[config.mk]
export PLATFORM = sky130hd
export DESIGN_NAME = hazard_stall_controller
export DESIGN_NICKNAME = d
export VERILOG_FILES = /design/src/rtl/pipe_ctrl_pkg.sv /design/src/rtl/load_use_detect.sv /design/src/rtl/hazard_stall_controller.sv
export SDC_FILE = /design/constraint.sdc
export NUM_CORES = 1
export LEC_CHECK = 0
export CORE_MARGIN = 8
export CORE_UTILIZATION = 35
export CTS_CLUSTER_DIAMETER = 50
export DETAILED_ROUTE_END_ITERATION = 10
export DONT_BUFFER_PORTS = 1
export SKIP_LAST_GASP = 1
export SLEW_MARGIN = 20
export SYNTH_ARGS = -nofsm -noshare
export SYNTH_HDL_FRONTEND = slang
export SYNTH_SLANG_ARGS = --single-unit
[constraint.sdc]
create_clock -name clk -period 2.8 [get_ports clk]
set_input_delay 0.56 -clock clk [delete_from_list [all_inputs] [get_ports clk]]
set_output_delay 0.56 -clock clk [all_outputs]
set_load 0.02 [all_outputs]
[src/rtl/pipe_ctrl_pkg.sv]
// Shared pipeline-control definitions: sequencer states, default sizing and register constants.
package pipe_ctrl_pkg;

  typedef enum logic [0:0] {
    StRun,
    StMemWait
  } ctrl_state_e;

  localparam int unsigned MemTimeoutDefault = 64;
  localparam int unsigned CntWDefault       = 16;

  localparam logic [4:0] RegX0 = 5'd0;

endpackage

[src/rtl/load_use_detect.sv]
// Load-use hazard comparator: the load in EX writes a register the instruction in ID reads.
module load_use_detect
  import pipe_ctrl_pkg::*;
(
  input  logic [4:0] if_id_rs1_i,
  input  logic [4:0] if_id_rs2_i,
  input  logic [4:0] id_ex_rd_i,
  input  logic       id_ex_mem_read_i,
  output logic       load_use_o
);

  // A load to x0 is architecturally discarded, so it never creates a dependency.
  assign load_use_o = id_ex_mem_read_i && (id_ex_rd_i != RegX0) &&
                      ((id_ex_rd_i == if_id_rs1_i) || (id_ex_rd_i == if_id_rs2_i));

endmodule

[src/rtl/hazard_stall_controller.sv]
// Pipeline sequencer: load-use bubbles, taken-branch flushes and memory-wait freezes, plus
// saturating debug counters and a sticky memory-timeout flag.
module hazard_stall_controller
  import pipe_ctrl_pkg::*;
#(
  parameter int unsigned MEM_TIMEOUT = MemTimeoutDefault,
  parameter int unsigned CNT_W       = CntWDefault
) (
  input  logic             clk,
  input  logic             reset,
  input  logic [4:0]       if_id_rs1,
  input  logic [4:0]       if_id_rs2,
  input  logic [4:0]       id_ex_rd,
  input  logic             id_ex_MemRead,
  input  logic             branch_taken,
  input  logic             dmem_req,
  input  logic             dmem_ready,
  output logic             pc_write,
  output logic             if_id_write,
  output logic             id_ex_bubble,
  output logic             if_id_flush,
  output logic             id_ex_flush,
  output logic             ex_mem_write,
  output logic             mem_wb_write,
  output logic [CNT_W-1:0] stall_cnt,
  output logic [CNT_W-1:0] flush_cnt,
  output logic [CNT_W-1:0] freeze_cnt,
  output logic             mem_err
);

  localparam int unsigned      WaitW     = $clog2(MEM_TIMEOUT + 1);
  localparam logic [WaitW-1:0] WaitLimit = WaitW'(MEM_TIMEOUT - 1);
  localparam logic [WaitW-1:0] WaitMax   = WaitW'(MEM_TIMEOUT);
  localparam logic [CNT_W-1:0] CntMax    = {CNT_W{1'b1}};

  ctrl_state_e      state_q, state_d;
  logic [WaitW-1:0] wait_cnt_q, wait_cnt_d;
  logic             mem_err_q, mem_err_d;
  logic [CNT_W-1:0] stall_cnt_q, stall_cnt_d;
  logic [CNT_W-1:0] flush_cnt_q, flush_cnt_d;
  logic [CNT_W-1:0] freeze_cnt_q, freeze_cnt_d;

  logic freeze;
  logic load_use;
  logic row_freeze;
  logic row_branch;
  logic row_stall;

  load_use_detect u_load_use_detect (
    .if_id_rs1_i      (if_id_rs1),
    .if_id_rs2_i      (if_id_rs2),
    .id_ex_rd_i       (id_ex_rd),
    .id_ex_mem_read_i (id_ex_MemRead),
    .load_use_o       (load_use)
  );

  assign freeze = dmem_req && !dmem_ready;

  // Priority: reset hold, freeze, taken branch (squashes any load-use), load-use, normal flow.
  always_comb begin
    pc_write     = 1'b1;
    if_id_write  = 1'b1;
    id_ex_bubble = 1'b0;
    if_id_flush  = 1'b0;
    id_ex_flush  = 1'b0;
    ex_mem_write = 1'b1;
    mem_wb_write = 1'b1;
    row_freeze   = 1'b0;
    row_branch   = 1'b0;
    row_stall    = 1'b0;
    if (!reset || freeze) begin
      pc_write     = 1'b0;
      if_id_write  = 1'b0;
      ex_mem_write = 1'b0;
      mem_wb_write = 1'b0;
      row_freeze   = reset;
    end else if (branch_taken) begin
      if_id_flush = 1'b1;
      id_ex_flush = 1'b1;
      row_branch  = 1'b1;
    end else if (load_use) begin
      pc_write     = 1'b0;
      if_id_write  = 1'b0;
      id_ex_bubble = 1'b1;
      row_stall    = 1'b1;
    end
  end

  always_comb begin
    state_d    = state_q;
    wait_cnt_d = wait_cnt_q;
    mem_err_d  = mem_err_q;
    unique case (state_q)
      StRun: begin
        wait_cnt_d = '0;
        if (freeze) begin
          state_d = StMemWait;
        end
      end
      StMemWait: begin
        if (dmem_ready) begin
          state_d    = StRun;
          wait_cnt_d = '0;
        end else begin
          if (wait_cnt_q != WaitMax) begin
            wait_cnt_d = wait_cnt_q + 1'b1;
          end
          // The freeze keeps going after the flag sets; only memory can release it.
          if (wait_cnt_d >= WaitLimit) begin
            mem_err_d = 1'b1;
          end
        end
      end
      default: begin
        state_d    = StRun;
        wait_cnt_d = '0;
      end
    endcase
  end

  always_comb begin
    stall_cnt_d  = stall_cnt_q;
    flush_cnt_d  = flush_cnt_q;
    freeze_cnt_d = freeze_cnt_q;
    if (row_stall && (stall_cnt_q != CntMax)) begin
      stall_cnt_d = stall_cnt_q + 1'b1;
    end
    if (row_branch && (flush_cnt_q != CntMax)) begin
      flush_cnt_d = flush_cnt_q + 1'b1;
    end
    if (row_freeze && (freeze_cnt_q != CntMax)) begin
      freeze_cnt_d = freeze_cnt_q + 1'b1;
    end
  end

  always_ff @(posedge clk) begin
    if (!reset) begin
      state_q      <= StRun;
      wait_cnt_q   <= '0;
      mem_err_q    <= 1'b0;
      stall_cnt_q  <= '0;
      flush_cnt_q  <= '0;
      freeze_cnt_q <= '0;
    end else begin
      state_q      <= state_d;
      wait_cnt_q   <= wait_cnt_d;
      mem_err_q    <= mem_err_d;
      stall_cnt_q  <= stall_cnt_d;
      flush_cnt_q  <= flush_cnt_d;
      freeze_cnt_q <= freeze_cnt_d;
    end
  end

  assign stall_cnt  = stall_cnt_q;
  assign flush_cnt  = flush_cnt_q;
  assign freeze_cnt = freeze_cnt_q;
  assign mem_err    = mem_err_q;

endmodule

==> results of run 1 <==
## critical path, cell delays in order (launching register included)
cell and delay (ps):
dfxtp_1 540, ha_1 270, nand3_1 120, or4_1 560, nor2b_1 260, and4_4 240
xnor2_1 130, nor2_1 60
## worst min-delay path by stage
stage | cells past startpoint | end | from
5_1_grt | 1 | freeze_cnt[11] | reset
4_1_cts | 1 | freeze_cnt[11] | reset
3_5_place_dp | 2 | wait_cnt_q[6] | wait_cnt_q[6]
2_1_floorplan | 2 | wait_cnt_q[6] | wait_cnt_q[6]
6_report | 1 | freeze_cnt[11] | reset
3_3_place_gp | 2 | wait_cnt_q[6] | wait_cnt_q[6]
## placed cells by master, fill, tap and decap left out, drive strengths merged, types with 5 or more instances in the layout
cell type   n
a21oi       9
and3        9
buf         7
clkbuf     11
clkinv      5
dfxtp      57
ha          6
inv        11
mux2i      10
nand2      29
nand2b      7
nand3      27
nand3b      5
nand4      10
nor2       48
nor4        5
o21ai       7
xnor2      24
xor2       18
## cell families (layout without fill, tap and decap cells)
| kind of cell | Yosys count | count (layout) | share of synthesized area [%] |
|---|---|---|---|
| simple gates | 168 | 168 | 31.1 |
| buf+inv | 22 | 34 | 3.73 |
| compound gates | 30 | 30 | 7.50 |
| mux | 10 | 10 | 3.43 |
| fa+ha+maj | 6 | 6 | 2.57 |
| flops | 57 | 57 | 39.1 |
| xor+xnor | 42 | 42 | 12.6 |
## registers in the layout, summed over array words and instances, names as in the netlist
signal	flops
freeze_cnt	16
state_q	1
wait_cnt_q	7
mem_err	1
flush_cnt	16
stall_cnt	16
## layer usage
metal,GRT usage [%],wire [um],vias to the layer above
met2,18.0,3030,66
met4,4.76,78,0
li1,-,-,1175
met1,13.4,2830,1045
met5,0,0,-
met3,5.75,642,7
## report_power, final
part	internal, W	leakage, nW	total [W]	switching [W]
clock	0.000334	0.0887	0.000651	0.000318
combinational	0.0000275	0.613	0.0000692	0.0000416
sequential	0.000815	0.459	0.000823	0.00000826
total	0.00118	1.16	0.00154	0.000367
## metrics by stage
step | instance area, um2 | setup slack (ps) | power [W] | utilization (%) | hold WS, ps
finish | 3200 | 490 | 0.00154 | 39.4 | 353
global route | 3200 | 313 | 0.00162 | 39.4 | 335
CTS | 3200 | 511 | 0.00157 | 39.4 | 332
detailed placement | 3040 | 517 | 0.000911 | 37.4 | 501
global placement | 3040 | 547 | 0.000910 | 37.4 | 500
floorplan | 2920 | 343 | 0.000904 | - | 472
## layout make-up
class	count	area share, %
inverters	12	1.41
clock inverters	4	0.625
flip-flops and latches	57	35.6
multi-input cells	256	52.2
well taps	105	4.10
clock buffers	11	4.42
repair buffers	7	1.64
==> results.yml, run 1 <==
synthesis:
  synth_async_sr_flop_share_pct: 0
  synth_ff_type: "dfxtp_1"
  ys_ff_latch: 57
  synth_cell_types: 48
  syn_inst: 335
  synthTopCellsByCount: "dfxtp_1, nor2_1, nand2_1, nand3_1, xnor2_1"
  synth_area_mm2: 0.00292
  synth.avg_cell_area_um2: 8.72
  yosysMostFrequentCell: "dfxtp_1"
  synth.largest_area_cell: "dfxtp_1"
  synth.top_cell.area_share_pct: 39.1
  yosys_warnings: 0
  synth_edf_count: 0
  yosysSeqAreaShare_pct: 39.1
  synth_area_leaders: "dfxtp_1, xnor2_1, nor2_1"
  synth_fp_nets: 362
sta:
  final.min_clock_period_ps: 2310
  rsz0062_at_grt: "false"
  worstMarginPinSlew_ps: 634
  setup_viol: 0
  drv_slew: 0
  finalClockSkew_ps: 7.74
  post-route-period-util_pct: 82.5
  fin_setup_tns_ps: 0
  fmax_mhz: 433
  hold_viol: 0
  slew_headroom_pct: 57.7
placed_design:
  dp.cells: 437
  io_buffers: 0
  gp_congestion: 0.765
  place_hpwl_um: 4890
clock_tree:
  clk_latency_ps: 330
  cts_tree: "built"
  cts-resized-gates: 0
  cts_root_buf: "clkbuf_8"
  clockBufferDepth: 2
  holdBufCountCts: 0
  cts_setup_buffers: 0
  cts_buffers: 9
  htreeDepth: 3
  clkTransAtPathRegs_ps: 70
  cts_num_sinks: 57
finish:
  final_cell_count_no_fill: 452
  num_antenna_cells: 0
  areaGrowthSynthToFinish_pct: 9.64
  multiInputGateArea_mm2: 0.00167
  nNetsFinal: 370
  drive_gt1_share_pct: 8.93
  nFillCells: 814
  seqCellArea_mm2: 0.00114
critical_path:
  cp-end-kind: "flip-flop"
  worstSetupEndpoint: "freeze_cnt[3]"
  crit_path_start: "freeze_cnt[0]"
  critPathMaxFanout: 8
  timing.rr.end: "freeze_cnt[3]"
  worstSetupPathType: "reg -> reg"
  ff2ff_path_depth: 7
  r2r_setup_slack_ps: 490
  worst_ep_required_time_ps: 3010
  cp-start-kind: "flip-flop"
  critPathArrivalTime_ps: 2520
  rr_startpoint: "freeze_cnt[0]"
worst_hold_path:
  hold_path.class: "in -> reg"
detailed_routing:
  routed_wirelength_um: 6580
  wl_per_cell_um: 14.6
  drt_iter0_markers: 62
  via_per_inst: 5.07
  drc: 0
  dr.pass1.iters: 5
  postRouteAntennaNets: 0
  via_count: 2293
global_route:
  antenna_found_initial: 0
  grt_pass1_wl_um: 10700
  grt_remaining_overflow: 0
  grtUsageTotal_pct: 11.6
  grt_max_degree: 25
  grt_pass1_vias: 2105
die:
  core_area_mm2: 0.00813
  io_pins: 77
  floorplan.rows: 33
  die_area_mm2: 0.0115
  initial_core_util_pct: 35.9
  die_h_um: 107
  die_w_um: 107
pwr:
  powerDensity_mw_per_mm2: 482
  power.leakage_nw: 1.16
  peakVddDrop_v: 0.000201
flow_run:
  maxCapViolCount: 0
run_status:
  outcome: "finished, final reports clean"
Power figures use the tool's default switching activity.
==> run 2, diff against run 1 <==
Clock period 2.8 ns to 2.25 ns, I/O delays scaled along.
==> results.yml, run 2 (synthesis results as in run 1) <==
critical_path:
  critPathMaxFanout: 18
  crit_path_start: "stall_cnt[0]"
  critPathArrivalTime_ps: 2320
  worstSetupPathType: "reg -> reg"
  r2r_setup_slack_ps: 190
  rr_startpoint: "stall_cnt[0]"
  slowest_stage: "or4_1"
  cp_cell_sequence: "ha_1, nand2_1, nor4_4, a311oi_4, nand2_4, or4_1, a21oi_1"
  critPathMaxStageDelay_ps: 510
  worst_ep_required_time_ps: 2510
  cp-end-kind: "flip-flop"
  cp-start-kind: "flip-flop"
detailed_routing:
  drt_iter0_markers: 105
  via_per_inst: 5.06
  drc: 0
  via_count: 2465
  dr.pass1.iters: 5
  postRouteAntennaNets: 0
  routed_wirelength_um: 6960
  wl_per_cell_um: 14.3
worst_hold_path:
  worstHoldStart: "reset"
  hold_path.class: "in -> reg"
die:
  floorplan.rows: 33
  die_h_um: 107
  die_area_mm2: 0.0115
  initial_core_util_pct: 35.9
  io_pins: 77
  core_area_mm2: 0.00813
  die_w_um: 107
pwr:
  powerDensity_mw_per_mm2: 593
  power.leakage_nw: 1.36
  peakVddDrop_v: 0.000397
  power_w: 0.00208
sta:
  fin_setup_tns_ps: 0
  rsz0062_at_grt: "false"
  finalClockSkew_ps: 7.54
  post-route-period-util_pct: 91.4
  slew_headroom_pct: 61.5
  worstMarginPinSlew_ps: 576
  final.min_clock_period_ps: 2060
  fmax_mhz: 486
  setup_viol: 0
  drv_slew: 0
  hold_viol: 0
clock_tree:
  cts-resized-gates: 0
  cts_setup_buffers: 0
  cts_buffers: 9
  cts_root_buf: "clkbuf_8"
  holdBufCountCts: 0
  clk_latency_ps: 330
  htreeDepth: 3
  clkTransAtPathRegs_ps: 60
  cts_num_sinks: 57
  cts_tree: "built"
  clockBufferDepth: 2
finish:
  final_area_mm2: 0.00350
  nNetsFinal: 405
  layout_common_cells: "dfxtp_1, nor2_1, buf_4"
  drive_gt1_share_pct: 17.3
  num_antenna_cells: 0
  fin_util_pct: 43.0
  mostFrequentLayoutCell: "dfxtp_1"
  areaGrowthSynthToFinish_pct: 19.8
global_route:
  grt_remaining_overflow: 0
  antenna_found_initial: 0
  grt_max_degree: 25
  grtUsageTotal_pct: 12.3
  grt_pass1_wl_um: 11400
  grt_pass1_vias: 2327
placed_design:
  place_hpwl_um: 5410
  dpl_cell_area_mm2: 0.00330
  io_buffers: 0
  gp_congestion: 0.793
flow_run:
  maxCapViolCount: 0
run_status:
  outcome: "finished, final reports clean"
-- run 2: final timing paths --
| kind | end | cells past startpoint |
|---|---|---|
| setup / recovery | stall_cnt[14] | 7 |
| hold / removal | freeze_cnt[14] | 1 |
| setup reg to reg | stall_cnt[14] | 7 |
| hold reg to reg | wait_cnt_q[6] | 2 |
-- run 2: power by group --
| part | switching (W) | internal, W | leakage, nW |
|---|---|---|---|
| sequential | 0.00000697 | 0.00101 | 0.459 |
| clock | 0.000400 | 0.000563 | 0.102 |
| combinational | 0.0000557 | 0.0000373 | 0.803 |
| total | 0.000462 | 0.00161 | 1.36 |
-- run 2: per-layer routing --
layer | wire length [um] | GRT usage (%) | vias to the layer above | share of wire [%]
li1 | - | - | 1252 | -
met3 | 663 | 5.45 | 8 | 9.5
met4 | 84 | 5.65 | 0 | 1.2
met1 | 3020 | 14.3 | 1140 | 43
met5 | 0 | 0 | - | 0
met2 | 3190 | 19.1 | 65 | 46
-- run 2: final cells by class --
type / count / area, um2
Fill cell: 820 / 4640
Timing Repair Buffer: 42 / 315
Multi-Input combinational cell: 256 / 1670
Clock inverter: 3 / 40.0
Tap cell: 105 / 131
Clock buffer: 12 / 155
Sequential cell: 57 / 1140
Inverter: 12 / 45.0
-- run 2: critical path: cells and delay by family (launching register included) --
| kind | cells | cell delay (ps) |
|---|---|---|
| flops | 1 | 310 |
| compound gates | 2 | 530 |
| simple gates | 4 | 910 |
| fa+ha+maj | 1 | 230 |
-- run 2: metrics by stage --
stage | worst slack (ps) | cells | hold slack, ps
final | 193 | 487 | 247
after global routing | 48.8 | 487 | 227
after CTS | 201 | 487 | 225
after detailed placement | 219 | 472 | 498
after global placement | 239 | 472 | 501
after floorplan | 13.1 | 335 | 472
==> run 3, diff against run 2 <==
Settings changed: CORE_UTILIZATION 35 to 29.
==> results.yml, run 3 (synthesis results as in run 1) <==
die:
  die_h_um: 116
  initial_core_util_pct: 29.9
  floorplan.rows: 36
  io_pins: 77
  core_area_mm2: 0.00977
  die_w_um: 116
  die_area_mm2: 0.0135
global_route:
  grt_pass1_wl_um: 12000
  met1_usage_pct: 12.9
  grtUsageTotal_pct: 11.3
  grt_util_met2_pct: 18.5
  grt_max_degree: 26
  use_met3_pct: 5.22
  busiest_layer: "met2"
  grt_remaining_overflow: 0
  antenna_found_initial: 0
  grt_pass1_vias: 2395
detailed_routing:
  drt_iter0_markers: 108
  routed_wirelength_um: 7490
  dr.pass1.iters: 4
  wl_per_cell_um: 14.5
  postRouteAntennaNets: 0
  via_count: 2485
  drc: 0
  via_per_inst: 4.81
finish:
  seqCellArea_mm2: 0.00114
  multiInputGateArea_mm2: 0.00167
  nFillCells: 1043
  final_cell_count_no_fill: 517
  drive_gt1_share_pct: 17.7
  layout_common_cells: "dfxtp_1, nor2_1, buf_4"
  mostFrequentLayoutCell: "dfxtp_1"
  fin_util_pct: 36.6
  num_antenna_cells: 0
  areaGrowthSynthToFinish_pct: 22.7
  nNetsFinal: 407
sta:
  post-route-period-util_pct: 93.1
  fmax_mhz: 477
  drv_slew: 0
  setup_viol: 0
  final.min_clock_period_ps: 2090
  fin_setup_tns_ps: 0
  finalClockSkew_ps: 11.2
  slew_headroom_pct: 60.4
  rsz0062_at_grt: "false"
  hold_viol: 0
  worstMarginPinSlew_ps: 593
clock_tree:
  clk_latency_ps: 330
  holdBufCountCts: 0
  cts-resized-gates: 0
  cts_buffers: 9
  htreeDepth: 3
  cts_tree: "built"
  cts_setup_buffers: 0
  cts_num_sinks: 57
  cts_root_buf: "clkbuf_8"
  clkTransAtPathRegs_ps: 70
  clockBufferDepth: 2
placed_design:
  io_buffers: 0
  dp.cells: 502
  gp_congestion: 0.746
  place_hpwl_um: 5700
pwr:
  p_int_w: 0.00176
  p_seq_share_pct: 45.8
  peakVddDrop_v: 0.000248
  p_sw_w: 0.000455
  powerDensity_mw_per_mm2: 619
  p_comb_share_pct: 4.6
  power_w: 0.00222
  power.leakage_nw: 1.39
  clockPowerShare_pct: 49.6
  p_sw_share_pct: 20.5
flow_run:
  maxCapViolCount: 0
critical_path:
  worstSetupPathType: "reg -> reg"
  worst_ep_required_time_ps: 2490
  cp-end-kind: "flip-flop"
  r2r_setup_slack_ps: 160
  critPathMaxFanout: 18
  critPathArrivalTime_ps: 2340
  cp-start-kind: "flip-flop"
worst_hold_path:
  hold_path.class: "in -> reg"
run_status:
  outcome: "finished, final reports clean"
==> run 3: changes by cell type in the layout (fill, tap and decap cells not counted) <==
cell,previous run,this run
clkinv_2,2,0
clkbuf_8,11,12
bufinv_16,1,2
buf_4,42,44
==> run 3: stage by stage <==
| step | setup WS, ps | instance area [um2] | hold slack, ps |
|---|---|---|---|
| after floorplan | 13.1 | 2920 | 472 |
| final | 155 | 3580 | 252 |
| after detailed placement | 182 | 3350 | 513 |
| after CTS | 157 | 3580 | 221 |
| after global placement | 223 | 3350 | 505 |
| after global routing | 24.8 | 3580 | 225 |
==> run 3: layer usage <==
metal	wire [um]	vias to the layer above
li1	-	1248
met1	3190	1178
met2	3620	51
met3	587	8
met4	95	0
met5	0	-
==> run 3: power groups by stage <==
stage / clock (W) / sequential, W / combinational (W)
3_5_place_dp: 0 / 0.00104 / 0.000103
3_3_place_gp: 0 / 0.00104 / 0.000101
2_1_floorplan: 0 / 0.00105 / 0.0000801
4_1_cts: 0.00115 / 0.00102 / 0.000104
6_report: 0.00110 / 0.00102 / 0.000102
5_1_grt: 0.00120 / 0.00102 / 0.000111
==> run 3: layout make-up <==
class,count,share of cell area (%)
clock buffers,13,4.72
clock inverters,2,1.68
inverters,12,1.26
multi-input cells,256,46.6
flip-flops and latches,57,31.9
well taps,133,4.65
repair buffers,44,9.22
==> run 3: worst max-delay path, cell delays in order (launching register included) <==
cell and delay (ps):
dfxtp_1 320, ha_1 230, nand2_1 140, nor4_4 70, a311oi_4 400, nand2_4 210, or4_1 510, a21oi_1 150
==> run 3: path summary, 6_finish.rpt <==
kind | startpoint | endpoint | cells past startpoint
max | stall_cnt[0] | stall_cnt[14] | 7
max reg2reg | stall_cnt[0] | stall_cnt[14] | 7
min | reset | freeze_cnt[11] | 1
min reg2reg | wait_cnt_q[6] | wait_cnt_q[6] | 2
